### src/rtl/sata_oob_controller.sv
// ---------------------------------------------------------------------------
// sata_oob_controller
//
// Host-side SATA out-of-band link bring-up sequencer. Walks the transceiver
// through COMRESET, COMINIT, COMWAKE, the D10.2 dial tone and ALIGN exchange,
// then raises linkup once the device has sent a non-ALIGN K primitive after
// ALIGN lock. While linkup is low the surrounding PHY layer puts tx_dout and
// tx_is_k on the wire.
//
// Ports:
//   clk               system clock
//   rst               synchronous active-high reset
//   phy_error         decode/disparity error on the current rx word
//   platform_ready    transceiver PLL/reset done
//   platform_error    platform_ready was lost while outside IDLE
//   linkup            link established
//   tx_dout           transmit word
//   tx_is_k           tx_dout byte 0 is a K character
//   tx_comm_reset     request a COMRESET burst
//   tx_comm_wake      request a COMWAKE burst
//   tx_set_elec_idle  force the transmitter into electrical idle
//   tx_oob_complete   requested OOB burst finished
//   rx_din            received word
//   rx_is_k           per-byte K flags of rx_din
//   comm_init_detect  COMINIT detected
//   comm_wake_detect  COMWAKE detected
//   rx_is_elec_idle   receiver sees electrical idle
//   lax_state         current state code (debug)
// ---------------------------------------------------------------------------
module sata_oob_controller #(
  parameter logic [31:0] INIT_TIMEOUT  = 32'd100000,
  parameter logic [31:0] ALIGN_TIMEOUT = 32'd100000,
  parameter logic [31:0] PRIM_ALIGN    = 32'h7B4A4ABC,
  parameter logic [31:0] DIAL_TONE     = 32'h4A4A4A4A
) (
  input  logic        clk,
  input  logic        rst,
  input  logic        phy_error,
  input  logic        platform_ready,
  output logic        platform_error,
  output logic        linkup,
  output logic [31:0] tx_dout,
  output logic        tx_is_k,
  output logic        tx_comm_reset,
  output logic        tx_comm_wake,
  output logic        tx_set_elec_idle,
  input  logic        tx_oob_complete,
  input  logic [31:0] rx_din,
  input  logic [3:0]  rx_is_k,
  input  logic        comm_init_detect,
  input  logic        comm_wake_detect,
  input  logic        rx_is_elec_idle,
  output logic [3:0]  lax_state
);

  typedef enum logic [3:0] {
    IDLE             = 4'd0,
    SEND_RESET       = 4'd1,
    WAIT_FOR_INIT    = 4'd2,
    WAIT_FOR_NO_INIT = 4'd3,
    SEND_WAKE        = 4'd4,
    WAIT_FOR_WAKE    = 4'd5,
    WAIT_FOR_NO_WAKE = 4'd6,
    WAIT_FOR_IDLE    = 4'd7,
    SEND_ALIGN       = 4'd8,
    DETECT_SYNC      = 4'd9,
    READY            = 4'd10
  } state_t;

  state_t      state;
  state_t      state_next;
  logic [31:0] timer;
  logic        rx_valid;
  logic        align_det;
  logic        sync_det;
  logic        platform_lost;
  logic        unused_rx_k;

  // Only byte 0 carries the K character of a primitive; the upper K flags
  // carry no information for link bring-up.
  assign unused_rx_k = ^rx_is_k[3:1];

  // Any word flagged with a decode error is treated as if nothing arrived,
  // so neither ALIGN lock nor the sync primitive can be faked by line noise.
  assign rx_valid  = ~phy_error;
  assign align_det = rx_valid & rx_is_k[0] & (rx_din == PRIM_ALIGN);
  assign sync_det  = rx_valid & rx_is_k[0] & (rx_din != PRIM_ALIGN);

  // Losing the transceiver only matters once we have left IDLE.
  assign platform_lost = (state != IDLE) & ~platform_ready;

  assign lax_state = state;

  // State register.
  always_ff @(posedge clk) begin
    if (rst) begin
      state <= IDLE;
    end else begin
      state <= state_next;
    end
  end

  // Timer restarts whenever the state changes so each timeout is measured
  // from state entry.
  always_ff @(posedge clk) begin
    if (rst) begin
      timer <= '0;
    end else if (state_next != state) begin
      timer <= '0;
    end else begin
      timer <= timer + 32'd1;
    end
  end

  // Sticky platform error: set when the transceiver drops out mid bring-up
  // or while linked, cleared only once it is back and we are in IDLE.
  always_ff @(posedge clk) begin
    if (rst) begin
      platform_error <= 1'b0;
    end else if (platform_lost) begin
      platform_error <= 1'b1;
    end else if ((state == IDLE) && platform_ready) begin
      platform_error <= 1'b0;
    end
  end

  // Next-state logic. Timeouts are tested after the normal transition so
  // they win, and platform loss is applied last so it beats everything.
  always_comb begin
    state_next = state;
    case (state)
      IDLE: begin
        if (platform_ready) state_next = SEND_RESET;
      end
      SEND_RESET: begin
        if (tx_oob_complete) state_next = WAIT_FOR_INIT;
      end
      WAIT_FOR_INIT: begin
        if (comm_init_detect) state_next = WAIT_FOR_NO_INIT;
        if (timer == INIT_TIMEOUT) state_next = SEND_RESET;
      end
      WAIT_FOR_NO_INIT: begin
        if (!comm_init_detect) state_next = SEND_WAKE;
      end
      SEND_WAKE: begin
        if (tx_oob_complete) state_next = WAIT_FOR_WAKE;
      end
      WAIT_FOR_WAKE: begin
        if (comm_wake_detect) state_next = WAIT_FOR_NO_WAKE;
        if (timer == INIT_TIMEOUT) state_next = SEND_WAKE;
      end
      WAIT_FOR_NO_WAKE: begin
        if (!comm_wake_detect) state_next = WAIT_FOR_IDLE;
      end
      WAIT_FOR_IDLE: begin
        if (!rx_is_elec_idle) state_next = SEND_ALIGN;
      end
      SEND_ALIGN: begin
        if (align_det) state_next = DETECT_SYNC;
        if (timer == ALIGN_TIMEOUT) state_next = SEND_RESET;
      end
      DETECT_SYNC: begin
        if (sync_det) state_next = READY;
      end
      READY: begin
        if (rx_is_elec_idle) state_next = IDLE;
      end
      default: state_next = IDLE;
    endcase
    if (platform_lost) state_next = IDLE;
  end

  // Outputs are a pure decode of the current state, so any exit to IDLE
  // (reset, platform loss, device going idle) drops every request and
  // linkup on the same cycle the state changes.
  always_comb begin
    linkup           = 1'b0;
    tx_dout          = 32'd0;
    tx_is_k          = 1'b0;
    tx_comm_reset    = 1'b0;
    tx_comm_wake     = 1'b0;
    tx_set_elec_idle = 1'b1;
    case (state)
      SEND_RESET: tx_comm_reset = 1'b1;
      SEND_WAKE:  tx_comm_wake  = 1'b1;
      SEND_ALIGN: begin
        tx_set_elec_idle = 1'b0;
        tx_dout          = DIAL_TONE;
      end
      DETECT_SYNC: begin
        tx_set_elec_idle = 1'b0;
        tx_dout          = PRIM_ALIGN;
        tx_is_k          = 1'b1;
      end
      READY: begin
        tx_set_elec_idle = 1'b0;
        tx_dout          = PRIM_ALIGN;
        tx_is_k          = 1'b1;
        linkup           = 1'b1;
      end
      default: begin
        tx_set_elec_idle = 1'b1;
      end
    endcase
  end

endmodule

### config.mk
export PLATFORM = sky130hd
export DESIGN_NAME = sata_oob_controller
export DESIGN_NICKNAME = d
export VERILOG_FILES = /design/src/rtl/sata_oob_controller.sv
export SDC_FILE = /design/constraint.sdc
export NUM_CORES = 1
export LEC_CHECK = 0
export CAP_MARGIN = 20
export CELL_PAD_IN_SITES_DETAIL_PLACEMENT = 1
export CELL_PAD_IN_SITES_GLOBAL_PLACEMENT = 2
export CORE_MARGIN = 1.5
export CORE_UTILIZATION = 27
export DETAILED_ROUTE_END_ITERATION = 12
export PLACE_DENSITY = 0.89
export SLEW_MARGIN = 20
export SYNTH_ARGS = -nofsm -noshare
export SYNTH_HDL_FRONTEND = slang
export SYNTH_SLANG_ARGS = --single-unit
export TNS_END_PERCENT = 20
### constraint.sdc
create_clock -name clk -period 5.75 [get_ports clk]
set_clock_uncertainty 0.05 [all_clocks]
set_input_delay 0.8625 -clock clk [delete_from_list [all_inputs] [get_ports clk]]
set_output_delay 0.8625 -clock clk [all_outputs]
set_load 0.02 [all_outputs]
==> metrics.md, run 1 <==
| Metric | Value |
|---|---|
| Status | completed |
| Async S/R FF share, synth | 0% |
| Critical path arrival | 2590 ps |
| R2r setup slk | between 2000 and 3000 ps |
| Post-cts hold buffer count | 0 |
| GP Congestion | around 0.8 |
| Grt total ovfl | 0 |
| Compound-Gate Fraction of Synth Area | 6.68% |
| Switching share of power | 31.3% |
| Endpoints failing hold | 0 |
| Worst R2R Path Depth | 6 |
| Final WL | 6200 um |
| Sink Count | 37 |
| Post-CTS Setup Bufs | 0 |
| Total power | between 0.5 and 0.6 mW |
| Vias in the first global route | 2041 |
| Endpoints failing setup | 0 |
| Setup TNS | 0 ps |
| Fin crit share | 60.9% |
| Internal | 0.403 mW |
| Ys flop type | dfxtp_1 |
| Fin area | 3050 um^2 |
| Sequential power share | 46.7% |
| R2r endpoint | timer[27] |
| MaxCap Viol Count | 0 |
| Hold path start | timer[0] |
| Logic pwr share | 23.8% |
| Fillcell total | 1008 |
| Initial antenna violation count | 0 |
| DRT iter0 DRCs | 85 |
| Most common cell after layout, fill and taps aside | clkdlybuf4s50_1 |
| Seq/Total Area, Yosys | between 30% and 40% |
| Vias per inst | 4.86 |
| First drt pass iteration count | 4 |
| First-pass GRT wire length | 9940 um |
| Initial Util | approximately 28% |
| Clock buffer depth | 2 |
| Multi-input logic area | about 1300 um^2 |
| Switching Power | 0.184 mW |
| DRC violations left | 0 |
| Adder-Cell Fraction of Synth Area | 1.60% |
| # IOs | 86 |
| Die width | 96.1 um |
| Critical path peak fanout | 16 |
| Crit path max-delay family | flip-flops |
| Required time of the critical path | 4840 ps |
| Worst setup path category | reg2out |
| Largest net degree at the start of global routing | 33 |
| Seq. cell area | 741 um^2 |
| Post-synth EDFFs | 0 |
| Row count | 33 |
| Least-Margin Pin Slew | around 900 ps |
| Max-slew violation count | 0 |
| Cell Area, Placed | around 3000 um^2 |
| Clock share of power | 29.5% |
| WHS Endpoint | timer[0] |
| WHS Path Cells | 1 |
| RR Startpoint | lax_state[0] |
| HP Class | reg2reg |
| Per-cell routed wire length | 14.1 um |
| Slew HR | 39.6% |
| Slowest CP cell | dfxtp_1 |
| Seq cells post-synth | 37 |
| Power Dens Cells | 192 nW/um^2 |
| Main combinational cell family by area after synthesis | simple AND/OR/NAND/NOR gates |
| CTS buffer count | 5 |
| Lkg Pwr | 0.985 nW |
| Commonest non-fill, non-tap cells in the layout | clkdlybuf4s50_1, nor3_1, dfxtp_1 |
| Port Buffers | between 60 and 70 |
| Synth Area in Simple Gates | 32.4% |
| YS warnings | 0 |
| Die Ht | 96.1 um |
| Mux share of post-synthesis cell area | 1.71% |
| Vias | 2139 |
| Post-Syn Instances | 286 |
| RSZ-0062 raised after global routing | no |
| Final Critical Period | around 3500 ps |
| Root Buffer | clkbuf_8 |
| HPWL Detailed | 4750 um |
| CP peak stage delay | 760 ps |
| Post-synth design cell area | 2340 um^2 |
| Core Footprint | 8300 um^2 |
| Antenna-violating nets left | 0 |
| CTS tree | built |
| Synth-to-layout area growth | 30.2% |
| Clk_lat worst skew | 280 ps |
| Diodes inserted | 0 |
| Peak Freq | 285 MHz |
| # resized after CTS | 0 |
| Distinct cells, synth | 42 |
| Critical-path cell list | nand2b_1 -> a21oi_1 -> clkdlybuf4s50_1 |
| WP buf/inv | 1 |
| Synth Area in XOR/XNOR | 12.3% |
| IR drop worst, VDD | between 0.1 and 0.15 mV |
| Layout cells sized above 1 | approximately 4.8% |
| Die ar. | 9240 um^2 |
| H-tree Lvls | 2 |
| Startpoint type of the worst setup path | register |
| Total GRT Usage | 13.6% |
| Type of element capturing the critical path | primary output |
| Final net count | 381 |
| Worst-path clk slew | 70 ps |
| Post-synthesis average cell area | 8.19 um^2 |
-- state kept, by name, indices dropped and copies added (netlist names) --
name and flops:
timer 32, lax_state 4, platform_error 1
-- power by group through the flow --
| stage | logic [mW] | clock network [mW] | registers, mW |
|---|---|---|---|
| after floorplan | 0.0914 | 0 | 0.275 |
| after global placement | 0.139 | 0 | 0.280 |
| final | 0.140 | 0.173 | 0.274 |
| after detailed placement | 0.142 | 0 | 0.280 |
| after CTS | 0.142 | 0.183 | 0.274 |
| after global routing | 0.155 | 0.193 | 0.276 |
-- synth_stat cells, types with 3 or more instances --
library cell	number	share of area (%)
nor4bb_1	4	1.7
or3_1	4	1.1
nor2b_1	3	0.80
dfxtp_1	37	32
ha_1	3	1.6
xor2_1	9	3.4
nor4_1	4	1.1
nand4_1	9	2.4
nor4b_1	4	1.5
clkbuf_1	8	1.3
buf_4	29	9.3
o21bai_1	3	0.96
buf_2	4	0.85
nand2_1	11	1.8
o211ai_1	3	0.96
nand3_1	11	2.4
mux2i_1	4	1.7
nor3_1	38	8.1
a31oi_1	3	0.80
nor2_1	21	3.4
xnor2_1	24	9.0
and4b_1	3	1.3
nand2b_1	4	1.1
a21oi_1	5	1.1
inv_1	13	2.1
-- logic make-up after synthesis --
group / Yosys count
and+or+nand+nor: 131
buffers and inverters: 54
DFF: 37
xor gates and xnor gates: 33
AOI/OAI and AO/OA: 23
muxes: 4
adders and majority gates: 3
other: 1
-- worst max path at each step --
stage / startpoint / end / slack (ps) / cells past startpoint
global route: rx_din[22] / timer[27] / 1920 / 8
floorplan: lax_state[0] / timer[28] / 2800 / 10
global placement: rx_din[21] / timer[10] / 1980 / 8
finish: lax_state[0] / tx_dout[4] / 2250 / 3
CTS: lax_state[0] / tx_dout[4] / 2190 / 3
detailed placement: rx_din[21] / timer[27] / 1940 / 8
-- through the flow --
step | utilization (%) | setup slack (ps) | std cells | hold slack (ps)
5_1_grt | 36.8 | 1920 | 440 | 469
4_1_cts | 36.8 | 2190 | 440 | 446
6_report | 36.8 | 2250 | 440 | 437
3_5_place_dp | 35.8 | 1940 | 432 | 436
2_1_floorplan | - | 2800 | 298 | 407
3_3_place_gp | 35.8 | 1980 | 432 | 427
-- final cells by class --
cell class                      count  area share (%)
Multi-Input combinational cell    207            44.2
Sequential cell                    37            24.3
Timing Repair Buffer               70            22.9
Tap cell                          105            4.31
Clock buffer                        6            2.38
Inverter                           13            1.60
Clock inverter                      2           0.328
-- metal layers --
metal  share of wire, %  vias up  track usage [%]
met5                  0        -                0
met4               0.47        0             3.31
met3                2.1        2             2.45
met2                 52       28             22.9
met1                 45     1045             17.7
li1                   -     1064                -
Note: power is estimated with default switching activity, not from simulation.
==> run 2, diff against run 1 <==
CORE_UTILIZATION = 22   (was 27)
PLACE_DENSITY = 0.78   (was 0.89)
clock period = 3 ns   (was 5.75 ns; I/O delays follow)
==> metrics.md, run 2 (synthesis gave the netlist of run 1 again) <==
| Metric | Value |
|---|---|
| Status | completed |
| Worst R2R Path Depth | 9 |
| Die Ht | 106 um |
| Dpl cells | 470 |
| Commonest non-fill, non-tap cells in the layout | clkdlybuf4s50_1, nor3_1, dfxtp_1 |
| Final net count | 388 |
| Total power | 1.27 mW |
| Per-cell routed wire length | 13.4 um |
| Most common cell after layout, fill and taps aside | clkdlybuf4s50_1 |
| Vias in the first global route | around 2200 |
| Crit. Startpoint | lax_state[2] |
| Endpoints failing setup | 0 |
| Peak Freq | 358 MHz |
| DRC violations left | 0 |
| Worst setup path category | reg2out |
| Hold path start | timer[0] |
| Initial Util | 22.7% |
| CP peak stage delay | approximately 730 ps |
| Total GRT Usage | around 12% |
| Vias per inst | about 4.5 |
| Die ar. | 11300 um^2 |
| Port Buffers | 69 |
| Lkg Pwr | 1.04 nW |
| Min Hold Slack | approximately 440 ps |
| Required time of the critical path | about 2500 ps |
| Fin crit share | 93.0% |
| GP Congestion | 0.770 |
| Worst-path clk slew | around 80 ps |
| Diodes inserted | 0 |
| Non-Filler Instances | 478 |
| Startpoint type of the worst setup path | register |
| IR drop worst, VDD | 0.251 mV |
| Vias | 2131 |
| Synth-to-layout area growth | 36.1% |
| RSZ-0062 raised after global routing | no |
| Largest net degree at the start of global routing | 33 |
| Final WL | 6390 um |
| Critical path arrival | 2290 ps |
| Initial antenna violation count | 0 |
| R2r endpoint | timer[19] |
| Endpoints failing hold | 0 |
| Power Dens Cells | 399 nW/um^2 |
| Critical path peak fanout | 14 |
| Most flop-heavy register | timer |
| End of the critical path | tx_dout[2] |
| Least-Margin Pin Slew | about 520 ps |
| Slew HR | about two thirds |
| Grt total ovfl | 0 |
| RR Startpoint | lax_state[1] |
| MaxCap Viol Count | 0 |
| HP Class | reg2reg |
| Setup TNS | 0 ps |
| Sink Count | 37 |
| First drt pass iteration count | 4 |
| Clk_lat worst skew | 290 ps |
| Clock buffer depth | 2 |
| Slowest CP cell | clkdlybuf4s50_1 |
| H-tree Lvls | 2 |
| Layout cells sized above 1 | 7.31% |
| Critical-path cell list | buf_4 -> nand2b_1 -> a21oi_1 -> clkdlybuf4s50_1 |
| CTS buffer count | 5 |
| Type of element capturing the critical path | primary output |
| First-pass GRT wire length | 10800 um |
| Antenna-violating nets left | 0 |
| Core Footprint | 10300 um^2 |
| Final core utilization | 30.9% |
| CTS tree | built |
| Final Critical Period | 2790 ps |
| # IOs | 86 |
| Largest register FFs | 32 |
| Max-slew violation count | 0 |
| HPWL Detailed | slightly below 5000 um |
| Row count | 37 |
| Die width | 106 um |
| Root Buffer | clkbuf_8 |
| DRT iter0 DRCs | 69 |
| R2r setup slk | 260 ps |
==> run 2: power by group <==
part	total [mW]	switching, mW	internal, mW
clock network	0.440	0.190	0.249
logic	0.325	0.181	0.144
registers	0.509	0.00736	0.501
==> run 2: worst min path at each step <==
stage / endpoint / slack, ps / cells past startpoint
6_report: timer[0] / 440 / 1
3_5_place_dp: timer[0] / 430 / 1
4_1_cts: timer[0] / 450 / 1
2_1_floorplan: timer[0] / 410 / 1
3_3_place_gp: timer[0] / 430 / 1
5_1_grt: timer[0] / 460 / 1
==> run 2: timing repair <==
action,in CTS,in global routing
hold endpoints to repair,0,0
buffers inserted,0,0
gates resized for setup,0,1
endpoints found under the setup margin,0,1
hold buffers,0,0
==> run 2: area by class of cell <==
type | count | area (um^2)
Clock inverter | 3 | 43.8
Timing Repair Buffer | 77 | 776
Fill cell | 1222 | 7140
Inverter | 13 | 48.8
Tap cell | 136 | 170
Multi-Input combinational cell | 207 | 1340
Sequential cell | 37 | 741
Clock buffer | 5 | 68.8
==> run 2: per-stage QoR <==
| stage | setup slack [ps] | cell area (um^2) |
|---|---|---|
| after floorplan | 49.3 | 2390 |
| after global placement | 26.4 | 3070 |
| after detailed placement | 40.2 | 3070 |
| after CTS | 124 | 3190 |
| after global routing | 26.7 | 3190 |
| final | 210 | 3190 |
==> run 2: layer usage <==
layer / part of all wire, % / track usage [%] / vias to the layer above
met5: 0 / 0 / -
met4: 0.95 / 2.90 / 0
met3: 1.6 / 1.10 / 5
met2: 51 / 20.1 / 27
met1: 47 / 15.4 / 1018
li1: - / - / 1081
==> run 2: worst max-delay path: cells and delay by family, from the launching register on <==
family                 cells  cell delay (ps)
buffers and inverters      2              910
and+or+nand+nor            1              300
AOI/OAI and AO/OA          1              480
DFF                        1              310
